### config.mk
export PLATFORM = sky130hd
export DESIGN_NAME = booth_step19
export DESIGN_NICKNAME = d
export VERILOG_FILES = /design/src/rtl/booth_step19.sv
export SDC_FILE = /design/constraint.sdc
export NUM_CORES = 1
export LEC_CHECK = 0
export ABC_AREA = 1
export BUFFER_PORTS_ARGS = -buffer_cell sky130_fd_sc_hd__buf_2
export CAP_MARGIN = 20
export CORE_MARGIN = 1
export CORE_UTILIZATION = 30
export CTS_CLUSTER_SIZE = 20
export DETAILED_ROUTE_END_ITERATION = 12
export PLACE_DENSITY = 0.6
export SLEW_MARGIN = 20
export SYNTH_ARGS = -nofsm -noshare
export SYNTH_HDL_FRONTEND = slang
export SYNTH_SLANG_ARGS = --single-unit
export TNS_END_PERCENT = 100
### constraint.sdc
create_clock -name clk -period 3.1 [get_ports clk]
set_input_delay 0.155 -clock clk [delete_from_list [all_inputs] [get_ports clk]]
set_output_delay 0.155 -clock clk [all_outputs]
set_load 0.01 [all_outputs]
### src/rtl/booth_step19.sv
// Radix-2 Booth sequencer for 9x9 signed multiplies. The 19-bit A:Q:Q-1 register
// lives downstream; this block computes its next value and strobes it.
module booth_step19 (
  input  logic               clk,
  input  logic               rst,
  input  logic               start,
  input  logic signed [8:0]  multiplicand,
  input  logic signed [8:0]  multiplier,
  input  logic        [18:0] q_in,
  output logic        [18:0] d_out,
  output logic               reg_en,
  output logic               reg_load,
  output logic               busy,
  output logic               done,
  output logic signed [17:0] product
);

  typedef enum logic [1:0] {
    IDLE = 2'd0,
    LOAD = 2'd1,
    RUN  = 2'd2,
    DONE = 2'd3
  } state_t;

  state_t             state_q, state_d;
  logic        [3:0]  cnt_q, cnt_d;
  logic signed [8:0]  m_q, m_d;
  logic signed [8:0]  q_q, q_d;

  // Booth step datapath, driven from the external register contents
  logic signed [8:0]  a_cur;
  logic        [8:0]  q_cur;
  logic               qm1_cur;
  logic signed [9:0]  a_ext;
  logic signed [9:0]  m_ext;
  logic signed [9:0]  sum;
  logic        [18:0] step_val;

  // State register and operand/counter storage
  always_ff @(posedge clk) begin
    if (rst) begin
      state_q <= IDLE;
      cnt_q   <= 4'd0;
      m_q     <= 9'sd0;
      q_q     <= 9'sd0;
    end else begin
      state_q <= state_d;
      cnt_q   <= cnt_d;
      m_q     <= m_d;
      q_q     <= q_d;
    end
  end

  // Next-state logic
  always_comb begin
    state_d = state_q;
    case (state_q)
      IDLE:    if (start) state_d = LOAD;
      LOAD:    state_d = RUN;
      RUN:     if (cnt_q == 4'd8) state_d = DONE;
      DONE:    state_d = IDLE;
      default: state_d = IDLE;
    endcase
  end

  // Operands are captured only on acceptance, so later input changes are harmless
  always_comb begin
    m_d   = m_q;
    q_d   = q_q;
    cnt_d = cnt_q;
    case (state_q)
      IDLE: begin
        if (start) begin
          m_d = multiplicand;
          q_d = multiplier;
        end
      end
      LOAD:    cnt_d = 4'd0;
      RUN:     cnt_d = cnt_q + 4'd1;
      default: cnt_d = cnt_q;
    endcase
  end

  assign a_cur   = q_in[18:10];
  assign q_cur   = q_in[9:1];
  assign qm1_cur = q_in[0];
  assign a_ext   = {a_cur[8], a_cur};
  assign m_ext   = {m_q[8], m_q};

  // Ten-bit sum keeps -(-256) representable; bit 9 becomes the shifted-in sign
  always_comb begin
    case ({q_cur[0], qm1_cur})
      2'b01:   sum = a_ext + m_ext;
      2'b10:   sum = a_ext - m_ext;
      default: sum = a_ext;
    endcase
  end

  assign step_val = {sum[9:1], sum[0], q_cur[8:1], q_cur[0]};

  // Output logic
  always_comb begin
    d_out    = 19'd0;
    reg_en   = 1'b0;
    reg_load = 1'b0;
    busy     = 1'b0;
    done     = 1'b0;
    case (state_q)
      LOAD: begin
        d_out    = {9'd0, q_q, 1'b0};
        reg_en   = 1'b1;
        reg_load = 1'b1;
        busy     = 1'b1;
      end
      RUN: begin
        d_out    = step_val;
        reg_en   = 1'b1;
        reg_load = 1'b1;
        busy     = 1'b1;
      end
      DONE:    done = 1'b1;
      default: ;
    endcase
  end

  assign product = q_in[18:1];

endmodule

==> flow_summary.rst, run 1 <==
.. list-table::
   :header-rows: 1

   * - Metric
     - Value
   * - Gate Count Post-Synth
     - approximately 310
   * - Clock tree from TritonCTS
     - built
   * - Xor-xnor portion of the synthesized cell area
     - 4.22%
   * - Number of core rows
     - 29
   * - Critical path peak fanout
     - 4
   * - Global route total overflow
     - 0
   * - Area Growth Syn to Fin
     - 20.3%
   * - Port Buf Inserts
     - 80
   * - Hold slack final
     - just under 0.07 ns
   * - Part of the Yosys area used for sequential elements
     - 23.2%
   * - Number of cells on the worst reg-to-reg path
     - 6
   * - Crit path required time
     - between 2 and 3 ns
   * - Combined global-route utilization of all metal layers
     - roughly 14%
   * - Number of violations reported at the end of detailed-routing iteration 0
     - 70
   * - Worst-case headroom to the max-slew limit
     - between 60% and 70%
   * - Share of the clock period used by the worst path
     - 90.6%
   * - Crit path time final
     - between 2 and 3 ns
   * - Vias per inst
     - 4.53
   * - Global placer's final weighted congestion
     - 0.783
   * - Core utilization of the finished layout
     - 38.4%
   * - Starting utilization of the core area
     - 31.9%
   * - Number of antenna violations at the first check in global routing
     - 0
   * - Total DRC errors in the routed layout
     - 0
   * - Total power of the final layout
     - roughly 2200 µW
   * - Adder-Cell Fraction of Synth Area
     - 11.8%
   * - Post-synthesis share of cell area spent on and, or, nand and nor gates
     - 22.6%
   * - Overall via count from detail_route
     - roughly 2,000
   * - Root Buffer Master
     - clkbuf_8
   * - Total leakage power
     - 0.00136 µW
   * - Total Nets Final
     - ~430
   * - Post-synthesis cell area
     - about 2100 µm²
   * - Worst vdd ir
     - 0.448 mV
   * - Cell area after placement
     - roughly 2400 µm²
   * - Final Cell Area
     - about 2500 µm²
   * - Top-Level Pins
     - about 80
   * - Power density over the cells
     - a little under 900 nW/µm²
   * - Area of the placeable core
     - between 6000 and 7000 µm²
   * - Final routed wire length divided by cell count
     - between 10 and 15 µm
   * - Antenna viol nets, final
     - 0
   * - Diode count
     - 0
   * - Highest clock rate
     - about 360 MHz
   * - Worst EP arrival
     - roughly 2.7 ns
   * - Kind of end point of the critical path
     - output port
   * - First-pass GRT wire length
     - 8220 µm
   * - Clock Latency Late Sink
     - between 0.2 and 0.3 ns
   * - Bufs on Longest Clock Path
     - 2
   * - Number of iterations in the first detailed-routing pass
     - 4
   * - Post-synthesis cell type count
     - 32
   * - Quantity of hold-fixing buffers added after cts
     - 0
   * - Run status
     - finished clean
   * - Max-cap violation count
     - 0
   * - Flops & latches, synth
     - 24
   * - Startpoint-to-endpoint class of the critical path
     - reg -> out
   * - Multiplexer share of the synthesized area
     - 0%
   * - Detailed-placement wirelength estimate
     - 3920 µm
   * - Number of endpoints failing setup at the final stage
     - 0
   * - Wirelength, routed
     - 4960 µm
   * - Most common library cell in the layout ignoring fill and taps
     - buf_2
   * - Count of cells along the worst hold path
     - 2
   * - Class of the most critical hold timing path
     - in -> reg
   * - Number of max-slew violations in the final report
     - 0
   * - TritonCTS sink count
     - 24
   * - Vias in the first global route
     - approximately 1,800
   * - Net count of the mapped netlist
     - 371
   * - Sum Neg Setup Slack
     - 0 ns
   * - Launching element type of the critical path
     - flop
   * - Layout filler cell count
     - approximately 700
   * - Clock buffer count from CTS
     - 3
   * - Yosys warning total
     - 0
   * - Dominant combinational cell family by area after synthesis
     - simple AND/OR/NAND/NOR gates
   * - Die Y
     - 85.2 µm
   * - Die area
     - slightly above 7000 µm²
   * - Number of levels in the clock H-tree
     - 1
   * - Max Clock Skew
     - 0.0106 ns
   * - Final Hold Viols
     - 0
   * - Avg Synthesized Cell Area
     - roughly 6.6 µm²
   * - Measured slew at the worst slew-check pin
     - roughly 0.52 ns
   * - Clk pin slew, worst setup/hold paths
     - ~0.090 ns
   * - Horiz. Die Dim
     - 85.2 µm
   * - Largest net degree at the start of global routing
     - 27
   * - Setup repair after global routing missed its margin
     - no
   * - Layout cells sized above 1
     - 29.3%
   * - Compound-cell area share of the yosys netlist
     - between 10% and 20%
   * - Commonest non-fill, non-tap cells in the layout
     - buf_2 (80), inv_1 (48), nand2_1 (44)
flip-flops by register name, indices dropped and copies added (netlist names):
signal   flops
cnt_q        4
state_q      2
m_q          9
q_q          9
final timing paths:
check / from / end / slack, ns
setup / recovery: m_q[1] / d_out[18] / 0.29
hold / removal: rst / cnt_q[1] / 0.07
setup reg to reg: state_q[0] / cnt_q[1] / 1.31
hold reg to reg: m_q[4] / m_q[4] / 0.49
worst max-delay path, cell delays in order, from the launching register on:
cell,delay [ns]
dfxtp_2,0.34
inv_1,0.07
ha_1,0.13
inv_1,0.05
nor2_2,0.09
inv_1,0.06
nor2_1,0.13
nand2_1,0.07
nand2_1,0.07
xor2_1,0.14
inv_1,0.08
ha_4,0.29
nand2_1,0.08
nor2_2,0.11
nand3_1,0.11
nand3_2,0.10
inv_2,0.04
nand2_4,0.05
nand3_2,0.05
nand2_1,0.07
inv_1,0.03
nor2_1,0.08
buf_2,0.13
layout make-up:
cell class                 instances  area, µm²  share of cell area [%]
inverter                          52        195                    7.82
tap                               77       96.3                    3.86
sequential                        24        482                    19.3
clock buffer                       4       55.1                    2.21
multi-input combinational        206       1250                    50.2
timing repair buffer              82        415                    16.6
synth_stat cells, drive strengths merged:
master,count,share of area (%)
xor2,8,3.4
o21ai,28,6.9
nand4,2,0.60
buf,25,8.4
nor3,4,0.97
nand2,49,9.6
a22oi,1,0.36
a31oi,1,0.30
nor2,41,7.7
inv,52,9.4
a211oi,1,0.36
fa,1,0.97
ha,18,11
nand3b,1,0.36
nand3,12,3.4
a32o,8,3.9
a21oi,25,6.2
xnor2,2,0.84
dfxtp,24,23
o211ai,3,1.1
o21bai,1,0.36
clkbuf,5,0.90
through the flow:
stage	setup slack [ns]	std cells
2_1_floorplan	0.705	312
3_3_place_gp	0.538	441
3_5_place_dp	0.444	441
4_1_cts	0.125	445
5_1_grt	0.0143	445
6_report	0.291	445
power by group:
part / total, µW / internal [µW] / switching (µW) / leakage [µW]
logic: 1550 / 604 / 947 / 0.00113
clock network: 215 / 113 / 101 / 0.0000288
registers: 451 / 393 / 57.3 / 0.000198
total: 2220 / 1110 / 1110 / 0.00136
what timing repair did:
action                                  in CTS  in global routing
gates resized for setup                      0                 11
setup buffers                                0                  0
endpoints found under the setup margin       0                  1
kinds of logic (layout without fill, tap and decap cells):
kind of cell | after synthesis | count (layout)
xor gates and xnor gates | 10 | 10
AOI/OAI and AO/OA | 68 | 68
buffers and inverters | 82 | 138
and+or+nand+nor | 109 | 109
adders and majority gates | 19 | 19
DFF | 24 | 24
metal layers:
| layer | global-route usage, % | vias to the layer above | share of wire [%] |
|---|---|---|---|
| met5 | 0 | - | 0 |
| met3 | 2.24 | 4 | 7.0 |
| met4 | 3.70 | 0 | 0.77 |
| met2 | 23.2 | 70 | 44 |
| met1 | 18.3 | 847 | 48 |
| li1 | - | 1094 | - |
Note: power is estimated with default switching activity, not from simulation.
==> inputs of run 2 (changes only) <==
- CORE_UTILIZATION: 30 -> 40
- CTS_CLUSTER_DIAMETER: not set -> 100
- PLACE_DENSITY: 0.6 -> 0.74
==> run 2 against run 1 <==
Non-clock buffer count rose by 1. Die area fell by 24%. First-iteration DRC count rose by 20%. Clock power rose by 27%. Global-route usage rose by 3.8 points. Clock skew fell by 0.0091 ns. Sequential cell count did not move. Critical path type unchanged. Largest cell class unchanged. Largest power group unchanged. Highest routed layer unchanged.
==> flow_summary.rst, run 2 (synthesized netlist as in run 1, its figures left out) <==
.. list-table::
   :header-rows: 1

   * - Metric
     - Value
   * - Number of iterations in the first detailed-routing pass
     - 4
   * - Global route total overflow
     - 0
   * - Share of the clock period used by the worst path
     - ~92%
   * - Layout filler cell count
     - 488
   * - Root Buffer Master
     - clkbuf_8
   * - Total Nets Final
     - about 430
   * - Measured slew at the worst slew-check pin
     - just under 0.5 ns
   * - First-pass GRT wire length
     - between 7000 and 8000 µm
   * - Combined global-route utilization of all metal layers
     - between 10% and 20%
   * - Total leakage power
     - 0.00137 µW
   * - Overall via count from detail_route
     - approximately 2,100
   * - Class of the most critical hold timing path
     - in -> reg
   * - Destination of the worst register-to-register timing path
     - cnt_q[1]
   * - Number of antenna violations at the first check in global routing
     - 0
   * - Vias in the first global route
     - ~1,800
   * - Kind of end point of the critical path
     - output port
   * - Largest net degree at the start of global routing
     - 27
   * - Max Clock Skew
     - roughly 0.0016 ns
   * - Worst-case headroom to the max-slew limit
     - 67.1%
   * - Clk pin slew, worst setup/hold paths
     - 0.08 ns
   * - Most common library cell in the layout ignoring fill and taps
     - buf_2
   * - Starting utilization of the core area
     - between 40% and 50%
   * - Cell at the slowest stage of the critical path
     - dfxtp_1
   * - Crit path time final
     - 2.86 ns
   * - Number of levels in the clock H-tree
     - 1
   * - Clock tree from TritonCTS
     - built
   * - CP Capture Point
     - d_out[18]
   * - Vias per inst
     - 4.75
   * - Launching element type of the critical path
     - flop
   * - Number of endpoints failing setup at the final stage
     - 0
   * - Clock Latency Late Sink
     - ~0.27 ns
   * - Wirelength, routed
     - ~4700 µm
   * - Diode count
     - 0
   * - Final routed wire length divided by cell count
     - approximately 11 µm
   * - Bufs on Longest Clock Path
     - 2
   * - Startpoint of the worst register-to-register path
     - state_q[0]
   * - Final Hold Viols
     - 0
   * - Number of max-slew violations in the final report
     - 0
   * - Most common cell type on the critical path
     - nand2_1
   * - Number of violations reported at the end of detailed-routing iteration 0
     - 84
   * - Port Buf Inserts
     - 80
   * - Top-Level Pins
     - about 80
   * - Power density over the cells
     - roughly 900 nW/µm²
   * - Global placer's final weighted congestion
     - 0.844
   * - Horiz. Die Dim
     - ~74 µm
   * - Worst-case register-to-register setup slack
     - ~1.4 ns
   * - Number of cells on the worst reg-to-reg path
     - 6
   * - Number of core rows
     - 25
   * - Commonest non-fill, non-tap cells in the layout
     - buf_2 (80), inv_1 (49), nand2_1 (45)
   * - Origin of the worst setup path
     - m_q[0]
   * - Run status
     - finished clean
   * - Non-filler instance count after layout
     - 436
   * - Cell area after placement
     - around 2400 µm²
   * - Startpoint-to-endpoint class of the critical path
     - reg -> out
   * - Critical path peak fanout
     - 4
   * - Worst EP arrival
     - approximately 2.7 ns
   * - Series of cell instances along the critical path
     - inv_1 -> ha_1 -> inv_1 -> nor2_2 -> inv_1 -> nor2_2 -> nand2_1 -> nand2_1 -> xor2_1 -> inv_1 -> ha_4 -> nand2_1 -> nand2_1 -> a21oi_1 -> nand3_2 -> nand2_1 -> nand3_2 -> nand2_1 -> inv_1 -> nor2_1 -> buf_2
   * - Total DRC errors in the routed layout
     - 0
   * - Final Cell Area
     - 2490 µm²
   * - Hold slack final
     - 0.0758 ns
   * - Layout cells sized above 1
     - approximately 29%
   * - Antenna viol nets, final
     - 0
   * - Area of the placeable core
     - just under 5000 µm²
   * - Die area
     - between 5000 and 6000 µm²
   * - Highest clock rate
     - around 350 MHz
   * - Biggest cell delay along the critical path
     - between 0.3 and 0.4 ns
   * - TritonCTS sink count
     - 24
   * - Area Growth Syn to Fin
     - 20.3%
   * - Crit path required time
     - roughly 3 ns
   * - Max-cap violation count
     - 0
   * - Worst vdd ir
     - approximately 0.44 mV
   * - Largest regs
     - m_q x9, q_q x9, cnt_q x4
   * - Die Y
     - 74.0 µm
   * - Clock buffer count from CTS
     - 3
   * - Quantity of hold-fixing buffers added after cts
     - 0
   * - Detailed-placement wirelength estimate
     - approximately 3700 µm
   * - Total instance count after detailed placement
     - 431
## run 2: how the worst min path moves through the flow
| stage | startpoint | end | cells past startpoint |
|---|---|---|---|
| 6_report | rst | cnt_q[1] | 2 |
| 5_1_grt | rst | cnt_q[1] | 2 |
| 4_1_cts | rst | cnt_q[1] | 2 |
| 3_5_place_dp | rst | cnt_q[1] | 2 |
| 3_3_place_gp | rst | cnt_q[1] | 2 |
| 2_1_floorplan | rst | cnt_q[1] | 1 |
## run 2: routing by layer
metal	global-route usage, %	up-vias	wire (µm)
li1	-	1105	-
met2	32.6	74	2240
met5	0	-	0
met3	2.30	4	267
met4	6.41	0	61
met1	20.5	887	2130
## run 2: where the power goes
group	switching (µW)	leakage [µW]	total, µW	internal [µW]
Combinational	921	0.00113	1530	607
Sequential	57.2	0.000198	450	393
Clock	100	0.0000357	273	173
Total	1080	0.00137	2250	1170
## run 2: what timing repair did
item	in CTS	in global routing
endpoints found under the hold margin	0	0
endpoints found under the setup margin	0	1
gates resized for setup	0	6
setup buffers	0	1
## run 2: metrics by stage
| stage | TNS (ns) | power (µW) | util (%) | setup WS (ns) |
|---|---|---|---|---|
| final | 0 | 2250 | 51.5 | 0.241 |
| after global routing | -0.0138 | 2480 | 51.5 | -0.0138 |
| after CTS | 0 | 2190 | 50.6 | 0.138 |
| after detailed placement | 0 | 1910 | 49.1 | 0.453 |
| after global placement | 0 | 1870 | 49.1 | 0.558 |
| after floorplan | 0 | 1610 | - | 0.705 |
## run 2: cell type report
type,count,area (µm²),area share [%]
Clock buffer,3,41.3,1.65
Clock inverter,1,30.0,1.20
Timing Repair Buffer,83,423,17.0
Tap cell,67,83.8,3.36
Sequential cell,24,480,19.3
Multi-Input combinational cell,206,1240,49.7
Inverter,52,195,7.82
## run 2: worst max-delay path: cells and delay by family, from the launching register on
family                   cells  cell delay [ns]
AO/OA/AOI/OAI                1             0.16
XOR/XNOR                     1             0.14
adder cells (fa/ha/maj)      2             0.40
buffers and inverters        6             0.48
flip-flops                   1             0.32
AND/OR/NAND/NOR             11             0.95
==> inputs of run 3 (changes only) <==
- ABC_AREA: 1 -> 0
==> run 3 against run 2 <==
Worst hold slack improved by 0.040 ns. Critical path depth decreased by 9. Sequential share of layout area decreased by 0.35 points. Critical endpoint unchanged. Largest power group unchanged. Highest routed layer unchanged.
==> flow_summary.rst, run 3 <==
.. list-table::
   :header-rows: 1

   * - Metric
     - Value
   * - Number of levels in the clock H-tree
     - 1
   * - Critical path peak fanout
     - 4
   * - Top-Level Pins
     - a little over 80
   * - Clock share of power
     - roughly an eighth
   * - Detailed-placement wirelength estimate
     - roughly 3600 µm
   * - Startpoint of the worst register-to-register path
     - state_q[0]
   * - TritonCTS sink count
     - 24
   * - Global route total overflow
     - 0
   * - Highest clock rate
     - between 300 and 400 MHz
   * - Largest net degree at the start of global routing
     - 25
   * - Clock tree from TritonCTS
     - built
   * - Dominant combinational cell family by area after synthesis
     - simple AND/OR/NAND/NOR gates
   * - Yosys warning total
     - 0
   * - Total power of the final layout
     - approximately 2100 µW
   * - Measured slew at the worst slew-check pin
     - between 0.6 and 0.7 ns
   * - Routed length on met2
     - between 2000 and 2500 µm
   * - Combined global-route utilization of all metal layers
     - between 10% and 20%
   * - Post-synthesis cell type count
     - 38
   * - Vias per inst
     - just under 5
   * - Crit. path cell count
     - 12
   * - Quantity of hold-fixing buffers added after cts
     - 0
   * - Adder-Cell Fraction of Synth Area
     - around an eighth
   * - Area of the placeable core
     - roughly 4800 µm²
   * - Most used DFF post-synth
     - dfxtp_1
   * - Total instance count after detailed placement
     - 401
   * - Compound-cell area share of the yosys netlist
     - about a fifth
   * - Final Hold Viols
     - 0
   * - Flops & latches, synth
     - 24
   * - Multiplexer share of the synthesized area
     - 2.03%
   * - Crit path required time
     - between 2 and 3 ns
   * - Most used standard cell by instance count after synthesis
     - nand2_1
   * - Most common cell type on the critical path
     - ha_4
   * - Kind of end point of the critical path
     - output port
   * - Number of cells on the worst reg-to-reg path
     - 6
   * - Cell at the slowest stage of the critical path
     - or4_4
   * - Core utilization of the finished layout
     - 53.4%
   * - Launching element type of the critical path
     - flop
   * - Share of the clock period used by the worst path
     - between 90% and 100%
   * - Layout cells sized above 1
     - about a third
   * - Run status
     - finished clean
   * - First-pass GRT wire length
     - around 7700 µm
   * - Number of core rows
     - 25
   * - Vias in the first global route
     - 1,883
   * - Root Buffer Master
     - clkbuf_8
   * - Net count of the mapped netlist
     - 341
   * - Wirelength, routed
     - 4860 µm
   * - Most common library cell in the layout ignoring fill and taps
     - buf_2
   * - Post-synthesis share of cell area spent on and, or, nand and nor gates
     - roughly a quarter
   * - Setup slack at placement
     - between 0.15 and 0.2 ns
   * - Commonest non-fill, non-tap cells in the layout
     - buf_2 (80), nand2_1 (48), a21oi_1 (36)
   * - Setup repair after global routing missed its margin
     - yes
   * - Gate Count Post-Synth
     - ~280
   * - Power density over the cells
     - between 800 and 900 nW/µm²
   * - Startpoint-to-endpoint class of the critical path
     - reg -> out
   * - Largest regs
     - m_q x9, q_q x9, cnt_q x4
   * - Die area
     - ~5400 µm²
   * - Avg Synthesized Cell Area
     - 7.22 µm²
   * - Total DRC errors in the routed layout
     - 0
   * - Destination of the worst register-to-register timing path
     - cnt_q[2]
   * - Cell type group with the largest total delay on the critical path
     - simple AND/OR/NAND/NOR gates
   * - Port Buf Inserts
     - 80
   * - Post-layout worst setup margin
     - between 0.07 and 0.08 ns
   * - Worst vdd ir
     - 0.405 mV
   * - Antenna viol nets, final
     - 0
   * - Sequential cell fraction of total power
     - between 20% and 30%
   * - Total leakage power
     - 0.00118 µW
   * - Series of cell instances along the critical path
     - inv_4 -> ha_4 -> mux2_4 -> inv_2 -> ha_4 -> nor2b_4 -> o2111ai_4 -> a211oi_2 -> or4_4 -> a21o_1 -> a21oi_2 -> buf_2
   * - Overall via count from detail_route
     - 2,033
   * - Clock buffer count from CTS
     - 3
   * - Xor-xnor portion of the synthesized cell area
     - ~4.7%
   * - Synth async-reset ratio
     - 0%
   * - CP Capture Point
     - d_out[18]
   * - Number of antenna violations at the first check in global routing
     - 0
   * - Global placer's final weighted congestion
     - roughly 0.8
   * - Crit path time final
     - 3.02 ns
   * - Max Clock Skew
     - roughly 0.0029 ns
   * - Diode count
     - 0
   * - Top metal layer carrying routed signals
     - met4
   * - Die Y
     - 73.4 µm
   * - Worst EP arrival
     - roughly 2.9 ns
   * - Library cell with the largest summed area after synthesis
     - dfxtp_1
   * - Met3 wirelength from detailed routing
     - between 200 and 300 µm
   * - Internal power consumption
     - around 1200 µW
   * - Biggest cell delay along the critical path
     - roughly 0.52 ns
   * - Bufs on Longest Clock Path
     - 2
   * - Part of the Yosys area used for sequential elements
     - 23.6%
   * - Class of the most critical hold timing path
     - in -> reg
   * - Clk pin slew, worst setup/hold paths
     - approximately 0.080 ns
   * - Logic pwr share
     - 66.5%
   * - Count of flip-flops with a built-in enable after synthesis
     - 0
   * - Number of iterations in the first detailed-routing pass
     - 4
   * - Starting utilization of the core area
     - roughly 42%
   * - Max-cap violation count
     - 0
   * - Non-filler instance count after layout
     - about 410
   * - DRT met1 WL
     - 2150 µm
   * - Portion of synthesized cell area occupied by the leading cell type
     - 23.6%
   * - Number of max-slew violations in the final report
     - 0
   * - Worst-case headroom to the max-slew limit
     - roughly three fifths
   * - Total Nets Final
     - slightly above 400
   * - Number of violations reported at the end of detailed-routing iteration 0
     - 54
   * - Area Growth Syn to Fin
     - 26.4%
   * - Final routed wire length divided by cell count
     - between 10 and 15 µm
   * - Cells taking the most area after synthesis
     - dfxtp_1 (24%), ha_1 (11%), a21oi_1 (9.1%), nand2_1 (8.8%), buf_4 (7.4%)
   * - Worst-case register-to-register setup slack
     - about 1.5 ns
   * - Top cells by count, synth
     - nand2_1 (48), a21oi_1 (37), dfxtp_1 (24)
   * - Horiz. Die Dim
     - 73.4 µm
   * - Switch share
     - between 40% and 50%
   * - Number of endpoints failing setup at the final stage
     - 0
   * - Switching power summed over all nets
     - around 920 µW
   * - Origin of the worst setup path
     - m_q[0]
   * - Clock Latency Late Sink
     - around 0.27 ns
   * - Post-synthesis cell area
     - about 2000 µm²
   * - Buffers & Inverters on Critical Path
     - 3
-- run 3: changes by cell type after synthesis, moves of 6 or more --
cell / previous run / this run
a21oi_1: 24 / 37
a22oi_1: 1 / 9
a32o_1: 8 / 0
clkbuf_1: 5 / 12
inv_1: 49 / 16
nand3_1: 10 / 3
nor2_1: 39 / 20
nor2b_1: 0 / 13
nor3_1: 4 / 11
o21ai_0: 26 / 5
xnor2_1: 2 / 9
xor2_1: 8 / 2
-- run 3: kinds of logic (layout without fill, tap and decap cells) --
kind of cell,count (synthesis),count (layout)
flip-flops,24,24
AO/OA/AOI/OAI,67,67
AND/OR/NAND/NOR,108,108
XOR/XNOR,11,11
multiplexers,4,4
buffers and inverters,49,112
adder cells (fa/ha/maj),19,19
-- run 3: worst min-delay path by stage --
| stage | start | end | slack, ns | cells after the start |
|---|---|---|---|---|
| 2_1_floorplan | rst | cnt_q[1] | 0.22 | 1 |
| 3_3_place_gp | multiplier[4] | q_q[4] | 0.40 | 3 |
| 3_5_place_dp | multiplicand[3] | m_q[3] | 0.40 | 3 |
| 4_1_cts | multiplier[2] | q_q[2] | 0.11 | 3 |
| 5_1_grt | multiplicand[1] | m_q[1] | 0.13 | 3 |
| 6_report | multiplier[6] | q_q[6] | 0.12 | 3 |
-- run 3: layer usage --
layer,up-vias,track usage [%]
met1,903,20.2
met2,66,34.4
met3,6,3.29
met4,0,5.13
li1,1058,-
met5,-,0
-- run 3: final cells by class --
| type | count | area [µm²] |
|---|---|---|
| Tap cell | 67 | 83.8 |
| Clock buffer | 3 | 41.3 |
| Clock inverter | 1 | 30.0 |
| Multi-Input combinational cell | 209 | 1380 |
| Timing Repair Buffer | 92 | 490 |
| Sequential cell | 24 | 487 |
| Inverter | 16 | 62.6 |
| Fill cell | 483 | 2240 |
-- run 3: power groups by stage --
stage               Combinational, µW  Sequential [µW]  Clock (µW)
finish                           1400              429         273
global route                     1570              441         288
CTS                              1290              421         278
detailed placement               1250              428           0
global placement                 1220              426           0
floorplan                         991              415           0
-- run 3: worst reg2reg max path: stages, from the launching register on --
cell and delay, ns:
dfxtp_1 0.40, inv_1 0.10, ha_1 0.31, nand2_1 0.37, nor3b_1 0.11, a21oi_1 0.14, nor2_1 0.05
-- run 3: repair_timing --
action | 4_1_cts | 5_1_grt
setup endpoints to repair | 2 | 4
pin swaps | 6 | 10
setup buffers | 3 | 4
gates resized for setup | 6 | 17
cloned | 0 | 0
-- run 3: stage by stage --
step	TNS (ns)	hold slack, ns	area [µm²]
2_1_floorplan	0	0.224	2040
3_3_place_gp	0	0.399	2360
3_5_place_dp	0	0.401	2360
4_1_cts	0	0.110	2470
5_1_grt	-0.0441	0.128	2570
6_report	0	0.116	2570
